$ cat src/rtl/fetch_ctrl.sv
// fetch_ctrl: fetch-stage sequencer owning the PC; arbitrates misses, stalls, redirects.
// Optional performance counters are built only when PERF_CNT_EN is defined.
module fetch_ctrl #(
  parameter logic [31:0] RESET_PC       = 32'h0000_0000,
  parameter int          REFILL_TIMEOUT = 64,
  parameter int          CNT_WIDTH      = 16
) (
  input  logic                 clk,
  input  logic                 rst,
  input  logic                 icache_hit,
  input  logic                 refill_done,
  input  logic                 load_use_hazard,
  input  logic                 branch_taken,
  input  logic [31:0]          branch_target,
  output logic [31:0]          pc,
  output logic [31:0]          next_pc,
  output logic                 if_id_write,
  output logic                 if_id_flush,
  output logic                 refill_req,
  output logic                 fetch_fault,
  output logic [CNT_WIDTH-1:0] miss_cnt,
  output logic [CNT_WIDTH-1:0] stall_cnt
);

  localparam int TW = (REFILL_TIMEOUT > 2) ? $clog2(REFILL_TIMEOUT) : 1;
  localparam logic [TW-1:0] TMO_LAST = TW'(REFILL_TIMEOUT - 1);

  typedef enum logic [1:0] {
    RUN    = 2'd0,
    REFILL = 2'd1,
    REPLAY = 2'd2,
    FAULT  = 2'd3
  } state_t;

  state_t        state_q;
  logic [31:0]   pc_q;
  logic [TW-1:0] tmo_q;
  logic [31:0]   redir_q;
  logic          redir_pend_q;
  logic          fault_q;

  logic          wr_d;
  logic          fl_d;
  logic          req_d;
  logic          miss_d;

  assign pc          = pc_q;
  assign next_pc     = pc_q + 32'd4;
  assign if_id_write = wr_d;
  assign if_id_flush = fl_d;
  assign refill_req  = req_d;
  assign fetch_fault = fault_q;

  // IF/ID control and refill request, forced idle while reset is held
  always_comb begin
    wr_d   = 1'b0;
    fl_d   = 1'b1;
    req_d  = 1'b0;
    miss_d = 1'b0;
    if (!rst) begin
      case (state_q)
        RUN: begin
          if (branch_taken) begin
            fl_d = 1'b1;
          end else if (!icache_hit) begin
            fl_d   = 1'b1;
            miss_d = 1'b1;
          end else if (load_use_hazard) begin
            fl_d = 1'b0;
          end else begin
            fl_d = 1'b0;
            wr_d = 1'b1;
          end
        end
        REFILL:  req_d = 1'b1;
        default: ;
      endcase
    end
  end

  // Sequencer: state, PC, refill timeout and pending redirect
  always_ff @(posedge clk or posedge rst) begin
    if (rst) begin
      state_q      <= RUN;
      pc_q         <= RESET_PC;
      tmo_q        <= '0;
      redir_q      <= '0;
      redir_pend_q <= 1'b0;
      fault_q      <= 1'b0;
    end else begin
      case (state_q)
        RUN: begin
          if (branch_taken) begin
            pc_q <= branch_target;
          end else if (!icache_hit) begin
            state_q <= REFILL;
            tmo_q   <= '0;
          end else if (!load_use_hazard) begin
            pc_q <= pc_q + 32'd4;
          end
        end
        REFILL: begin
          if (refill_done) begin
            redir_pend_q <= 1'b0;
            if (branch_taken) begin
              pc_q    <= branch_target;
              state_q <= RUN;
            end else if (redir_pend_q) begin
              pc_q    <= redir_q;
              state_q <= RUN;
            end else begin
              state_q <= REPLAY;
            end
          end else if (tmo_q == TMO_LAST) begin
            state_q <= FAULT;
            fault_q <= 1'b1;
          end else begin
            tmo_q <= tmo_q + 1'b1;
            if (branch_taken) begin
              redir_q      <= branch_target;
              redir_pend_q <= 1'b1;
            end
          end
        end
        REPLAY: begin
          state_q <= RUN;
          if (branch_taken) begin
            pc_q <= branch_target;
          end
        end
        default: begin
          state_q <= FAULT;
          fault_q <= 1'b1;
        end
      endcase
    end
  end

`ifdef PERF_CNT_EN
  logic [CNT_WIDTH-1:0] miss_cnt_q;
  logic [CNT_WIDTH-1:0] stall_cnt_q;

  assign miss_cnt  = miss_cnt_q;
  assign stall_cnt = stall_cnt_q;

  // Saturating miss and stall counters
  always_ff @(posedge clk or posedge rst) begin
    if (rst) begin
      miss_cnt_q  <= '0;
      stall_cnt_q <= '0;
    end else begin
      if (miss_d && (miss_cnt_q != '1)) begin
        miss_cnt_q <= miss_cnt_q + 1'b1;
      end
      if ((!wr_d || fl_d) && (stall_cnt_q != '1)) begin
        stall_cnt_q <= stall_cnt_q + 1'b1;
      end
    end
  end
`else
  assign miss_cnt  = '0;
  assign stall_cnt = '0;
`endif

endmodule

$ cat config.mk
export PLATFORM = sky130hd
export DESIGN_NAME = fetch_ctrl
export DESIGN_NICKNAME = d
export VERILOG_FILES = /design/src/rtl/fetch_ctrl.sv
export SDC_FILE = /design/constraint.sdc
export NUM_CORES = 1
export LEC_CHECK = 0
export ABC_AREA = 1
export BUFFER_PORTS_ARGS = -buffer_cell sky130_fd_sc_hd__clkbuf_2
export CORE_UTILIZATION = 54
export DETAILED_ROUTE_END_ITERATION = 16
export PLACE_DENSITY_LB_ADDON = 0.08
export SLEW_MARGIN = 20
export SYNTH_ARGS = -nofsm -noshare
export SYNTH_HDL_FRONTEND = slang
export SYNTH_SLANG_ARGS = --single-unit
$ cat constraint.sdc
create_clock -name clk -period 4.2 [get_ports clk]
set_input_delay 0.84 -clock clk [delete_from_list [all_inputs] [get_ports clk]]
set_output_delay 0.84 -clock clk [all_outputs]
set_load 0.01 [all_outputs]
==> results of run 1 <==
## through the flow
step	std cells	total power (uW)	setup WS, ns	utilization	hold WS [ns]
floorplan	836	3250	0.204	-	0.453
global placement	1011	3970	1.25	0.602	0.471
detailed placement	1011	4040	1.11	0.602	0.473
CTS	1027	4680	1.08	0.626	0.498
global route	1027	5100	0.801	0.626	0.508
finish	1027	4680	1.05	0.626	0.491
## metal layers
layer	GRT usage	vias up	share of wire
li1	-	2680	-
met1	0.376	2613	0.41
met2	0.525	251	0.50
met3	0.0488	33	0.060
met4	0.122	0	0.031
met5	0	-	0
## power by group
part / total [uW] / switching [uW] / internal (uW)
Sequential: 1400 / 358 / 1040
Clock: 634 / 266 / 368
Combinational: 2650 / 1730 / 922
## kinds of logic (layout without fill, tap and decap cells)
group	count (synthesis)	after routing
compound gates	163	163
xor+xnor	15	15
fa+ha+maj	7	7
buf+inv	122	180
flops	74	74
other cells	1	32
simple gates	423	423
## worst max-delay path, delay by kind of cell (launching register included)
kind | cells | cell delay (ns)
AND/OR/NAND/NOR | 6 | 1.04
flip-flops | 1 | 0.43
adder cells (fa/ha/maj) | 1 | 0.51
buffers and inverters | 4 | 0.96
AO/OA/AOI/OAI | 1 | 0.06
## area by class of cell
type / count / area [um2]
clock buffers: 12 / 155
clock inverters: 4 / 73.8
fillers: 960 / 3680
inverters: 52 / 195
multi-input cells: 640 / 3120
flip-flops and latches: 74 / 1850
well taps: 133 / 166
repair buffers: 112 / 578
## flip-flops by register name (all words and copies together) (netlist names)
name and count:
state_q 2, redir_pend_q 1, redir_q 32, fetch_fault 1
pc 32, tmo_q 6
## how the worst max path moves through the flow
stage                        endpoint  slack, ns  cells after the start
final                          pc[13]       1.05                     12
after global routing           pc[13]       0.80                     12
after CTS                      pc[13]       1.08                     12
after detailed placement       pc[13]       1.11                     12
after global placement         pc[25]       1.25                     12
after floorplan           if_id_write       0.20                      3
## cell usage after synthesis, types with 2 or more instances
cell type  instances
inv_1             44
buf_2             20
xor2_1             7
nand2_1          305
o22ai_1           10
buf_4             35
nand2_4            3
clkbuf_1          13
and2_1             7
o21ai_0           24
xor2_2             6
a21oi_1           91
o21ai_1           25
a22oi_1            4
nand3b_1           5
nand3_1           32
dfrtp_1           74
inv_2              8
nor2_1            43
nor2_8             5
xnor2_1            2
o221ai_1           4
nor2_2             6
nand4_1            2
ha_1               7
nand2_2            7
nor2_4             3
==> flow_summary.json, run 1 <==
{
  "status": "finished clean",
  "synth_cell_types": 40,
  "final-setup-viol-count": 0,
  "end_kind": "flip-flop",
  "r2r.worst_path.cells": 12,
  "synth_mux_area_frac": 0,
  "layout_commonest_cell": "nand2_1",
  "crit_path_cell_trace": "inv_1 -> ha_1 -> inv_2 -> nor2_1 -> inv_1 -> nand2_1 -> nor2_2 -> nand2_2 -> buf_4 -> a21oi_1 -> nand2_1 -> nand2_1",
  "cts_resized": 0,
  "core_area_um2": 9820,
  "clkSinkCount": 74,
  "grt_pass1_vias": 5111,
  "placed_area_um2": 5910,
  "grt_start_max_net_pins": 75,
  "skew_ns": 0.0127,
  "hold_depth": 2,
  "critPathRequiredTime_ns": 4.42,
  "grt-ovfl-total": 0,
  "cp_slowest_cell": "nand2_2",
  "syn_area_per_cell_um2": 6.81,
  "tightest_slew_ns": 0.957,
  "slew-limit-headroom": 0.362,
  "antenna_left": 0,
  "yosys.area.top_type": "dfrtp_1",
  "die_h_um": 103,
  "hold_violations": 0,
  "synth_compound_area_frac": 0.160,
  "ys_ff_latch": 74,
  "yosys_warnings": 0,
  "slew_viol_final": 0,
  "rr_startpoint": "state_q[1]",
  "crit_start": "state_q[1]",
  "ios": 138,
  "antenna_found_initial": 0,
  "async_reset_ff_frac": 1.00,
  "area_delta_synth_final_pct": 12.1,
  "yosys.area_share.simple": 0.340,
  "hold_path.class": "flip-flop to flip-flop",
  "track_usage": 0.303,
  "worst-path-max-fanout": 37,
  "r2r-end": "pc[13]",
  "ir_drop_mv": 0.679,
  "hp-start": "redir_q[25]",
  "r2r_slack_ns": 1.05,
  "drive_gt1_frac": 0.191,
  "first_pass_iters": 5,
  "final_area_um2": 6140,
  "mostFrequentLayoutCells": "nand2_1 (305), clkbuf_2 (105), a21oi_1 (91), dfrtp_1 (74)",
  "drt_iter0_markers": 308,
  "grt_pass1_wl_um": 24600,
  "place.port_buffers": 105,
  "root_buffer": "clkbuf_8",
  "holdPathEnd": "redir_q[25]",
  "cts_buffer_depth": 2,
  "dieWidth_um": 103,
  "syn-cell-area_um2": 5480,
  "clk_pin_slew_ns": 0.08,
  "synth_xor_area_frac": 0.0322,
  "critPathArrivalTime_ns": 3.37,
  "seq_area_frac_synth": 0.338,
  "rsz0062_at_grt": "no",
  "cts_tree": "done",
  "max_freq_ghz": 0.317,
  "drv_cap": 0,
  "p_leak_uw": 0.00322,
  "vias": 5577,
  "fin_crit_ns": 3.15,
  "synth-edff-count": 0,
  "synth_top_family_by_area": "simple AND/OR/NAND/NOR gates",
  "wl_um": 15500,
  "finalSetupTns_ns": 0,
  "crit_path_start_kind": "flip-flop",
  "finalNetCount": 934,
  "dpl.hpwl_um": 11200,
  "rows": 36,
  "postCtsSetupBuffers": 0,
  "powerDensity_nw_per_um2": 763,
  "crit_type": "flip-flop to flip-flop",
  "viasPerCell": 5.43,
  "diodes": 0,
  "timing.final.crit_share": 0.751,
  "place.gp.congestion": 0.886,
  "synth_fa_ha_area_frac": 0.0160,
  "routedWlPerCell_um": 15.1,
  "ys_top_cells_by_area": "dfrtp_1 (34%), nand2_1 (21%), a21oi_1 (8.3%)",
  "crit_top_cell": "nand2_1",
  "cts_buffers": 9,
  "synth_ff_type": "dfrtp_1",
  "initial_core_util": 0.558,
  "die_area_um2": 10600,
  "synth_top_area_frac": 0.338,
  "h-tree-depth": 3,
  "cts.hold.buffers_added": 0,
  "clock_latency_ns": 0.35,
  "remaining_drc_errors": 0,
  "cpPeakStageDelay_ns": 0.53,
  "synthCells": 805
}
No activity file was read; power rests on OpenSTA's default activity.
==> run 2, diff against run 1 <==
clock period = 3 ns   (was 4.2 ns; I/O delays follow)
==> run 2 against run 1 <==
Net effect: critical path depth shrank 5; die area is the same; total power grew 39%; worst hold slack lost 0.0028 ns; register-to-register slack lost 0.29 ns; largest cell class unchanged; sequential cell count is the same; utilization shrank 0.10 points.
==> flow_summary.json, run 2 (synthesis results as in run 1) <==
{
  "vias": 5599,
  "tightest_slew_ns": 0.965,
  "finalSetupTns_ns": 0,
  "postCtsSetupBuffers": 0,
  "final-setup-viol-count": 0,
  "first_pass_iters": 5,
  "cp.depth": 7,
  "cp_slowest_cell": "dfrtp_1",
  "r2r_slack_ns": 0.76,
  "rr_startpoint": "state_q[1]",
  "drive_gt1_frac": 0.193,
  "critPathArrivalTime_ns": 2.04,
  "crit_path_cell_trace": "ha_1 -> nand2_2 -> nor2_8 -> nand2_8 -> nor2_4 -> xor2_2 -> clkbuf_2",
  "r2r.worst_path.cells": 10,
  "mostFrequentLayoutCells": "nand2_1 (305), clkbuf_2 (105), a21oi_1 (91), dfrtp_1 (74)",
  "cts.hold.buffers_added": 0,
  "initial_core_util": 0.558,
  "hold_violations": 0,
  "cpPeakStageDelay_ns": 0.48,
  "placedCellCount": 1015,
  "hp-start": "fetch_fault",
  "timing.final.crit_share": 0.881,
  "ir_drop_mv": 0.549,
  "max_freq_ghz": 0.378,
  "cts_buffers": 9,
  "status": "finished clean",
  "fin_crit_ns": 2.64,
  "grt_start_max_net_pins": 75,
  "crit_path_start_kind": "flip-flop",
  "die_h_um": 103,
  "rsz0062_at_grt": "no",
  "setup_ws_ns": 0.356,
  "antenna_left": 0,
  "dieWidth_um": 103,
  "grt_pass1_vias": 5100,
  "die_area_um2": 10600,
  "clock_latency_ns": 0.36,
  "place.gp.congestion": 0.881,
  "cts_resized": 0,
  "rows": 36,
  "diodes": 0,
  "slew-limit-headroom": 0.357,
  "ios": 138,
  "cts_tree": "done",
  "finalNetCount": 938,
  "grt_pass1_wl_um": 24600,
  "viasPerCell": 5.44,
  "fillers": 959,
  "slew_viol_final": 0,
  "holdPathEnd": "fetch_fault",
  "drt_iter0_markers": 319,
  "clkSinkCount": 74,
  "hold_depth": 1,
  "antenna_found_initial": 0,
  "layout_commonest_cell": "nand2_1",
  "powerDensity_nw_per_um2": 1060,
  "h-tree-depth": 3,
  "hold_path.class": "flip-flop to flip-flop",
  "worst-path-buf-inv": 1,
  "routedWlPerCell_um": 15.4,
  "end_kind": "primary output",
  "skew_ns": 0.0106,
  "finalPower_uw": 6520,
  "area_delta_synth_final_pct": 11.9,
  "p_leak_uw": 0.00322,
  "remaining_drc_errors": 0,
  "wl_um": 15800,
  "crit_type": "flip-flop to primary output",
  "pre_cts_slack_ns": 0.759,
  "core_area_um2": 9820,
  "dpl.hpwl_um": 11400,
  "cts_buffer_depth": 2,
  "layout.cells.non_filler": 1030,
  "clk_pin_slew_ns": 0.08,
  "r2r-end": "pc[22]",
  "critical-path-top-delay-family": "simple AND/OR/NAND/NOR gates",
  "grt-ovfl-total": 0,
  "place.port_buffers": 105,
  "drv_cap": 0,
  "track_usage": 0.307,
  "hold_ws_ns": 0.489,
  "worst-path-max-fanout": 6,
  "critPathRequiredTime_ns": 2.40,
  "root_buffer": "clkbuf_8"
}
-- run 2: layout make-up --
type	instances	area (um2)	share of cell area
multi-input cells	640	3120	0.509
repair buffers	116	608	0.0992
well taps	133	166	0.0271
clock inverters	3	40.0	0.00653
flip-flops and latches	74	1850	0.302
clock buffers	12	145	0.0237
inverters	52	199	0.0324
-- run 2: through the flow --
stage | util | area [um2]
2_1_floorplan | - | 5600
3_3_place_gp | 0.606 | 5950
3_5_place_dp | 0.606 | 5950
4_1_cts | 0.624 | 6130
5_1_grt | 0.624 | 6130
6_report | 0.624 | 6130
-- run 2: how the worst max path moves through the flow --
stage,start,endpoint,slack [ns]
final,pc[2],next_pc[14],0.36
after floorplan,rst,if_id_write,0.16
after global routing,pc[2],next_pc[16],0.23
after global placement,pc[3],next_pc[14],0.79
after detailed placement,pc[2],next_pc[16],0.76
after CTS,pc[2],next_pc[14],0.38
-- run 2: per-layer routing --
layer	share of wire	global-route usage	vias to the layer above
met4	0.026	0.118	0
met1	0.42	0.378	2639
met5	0	0	-
li1	-	-	2698
met3	0.061	0.0461	34
met2	0.50	0.543	228
-- run 2: power breakdown --
group,internal [uW],switching [uW]
registers,1460,479
clock network,401,384
logic,1320,2470
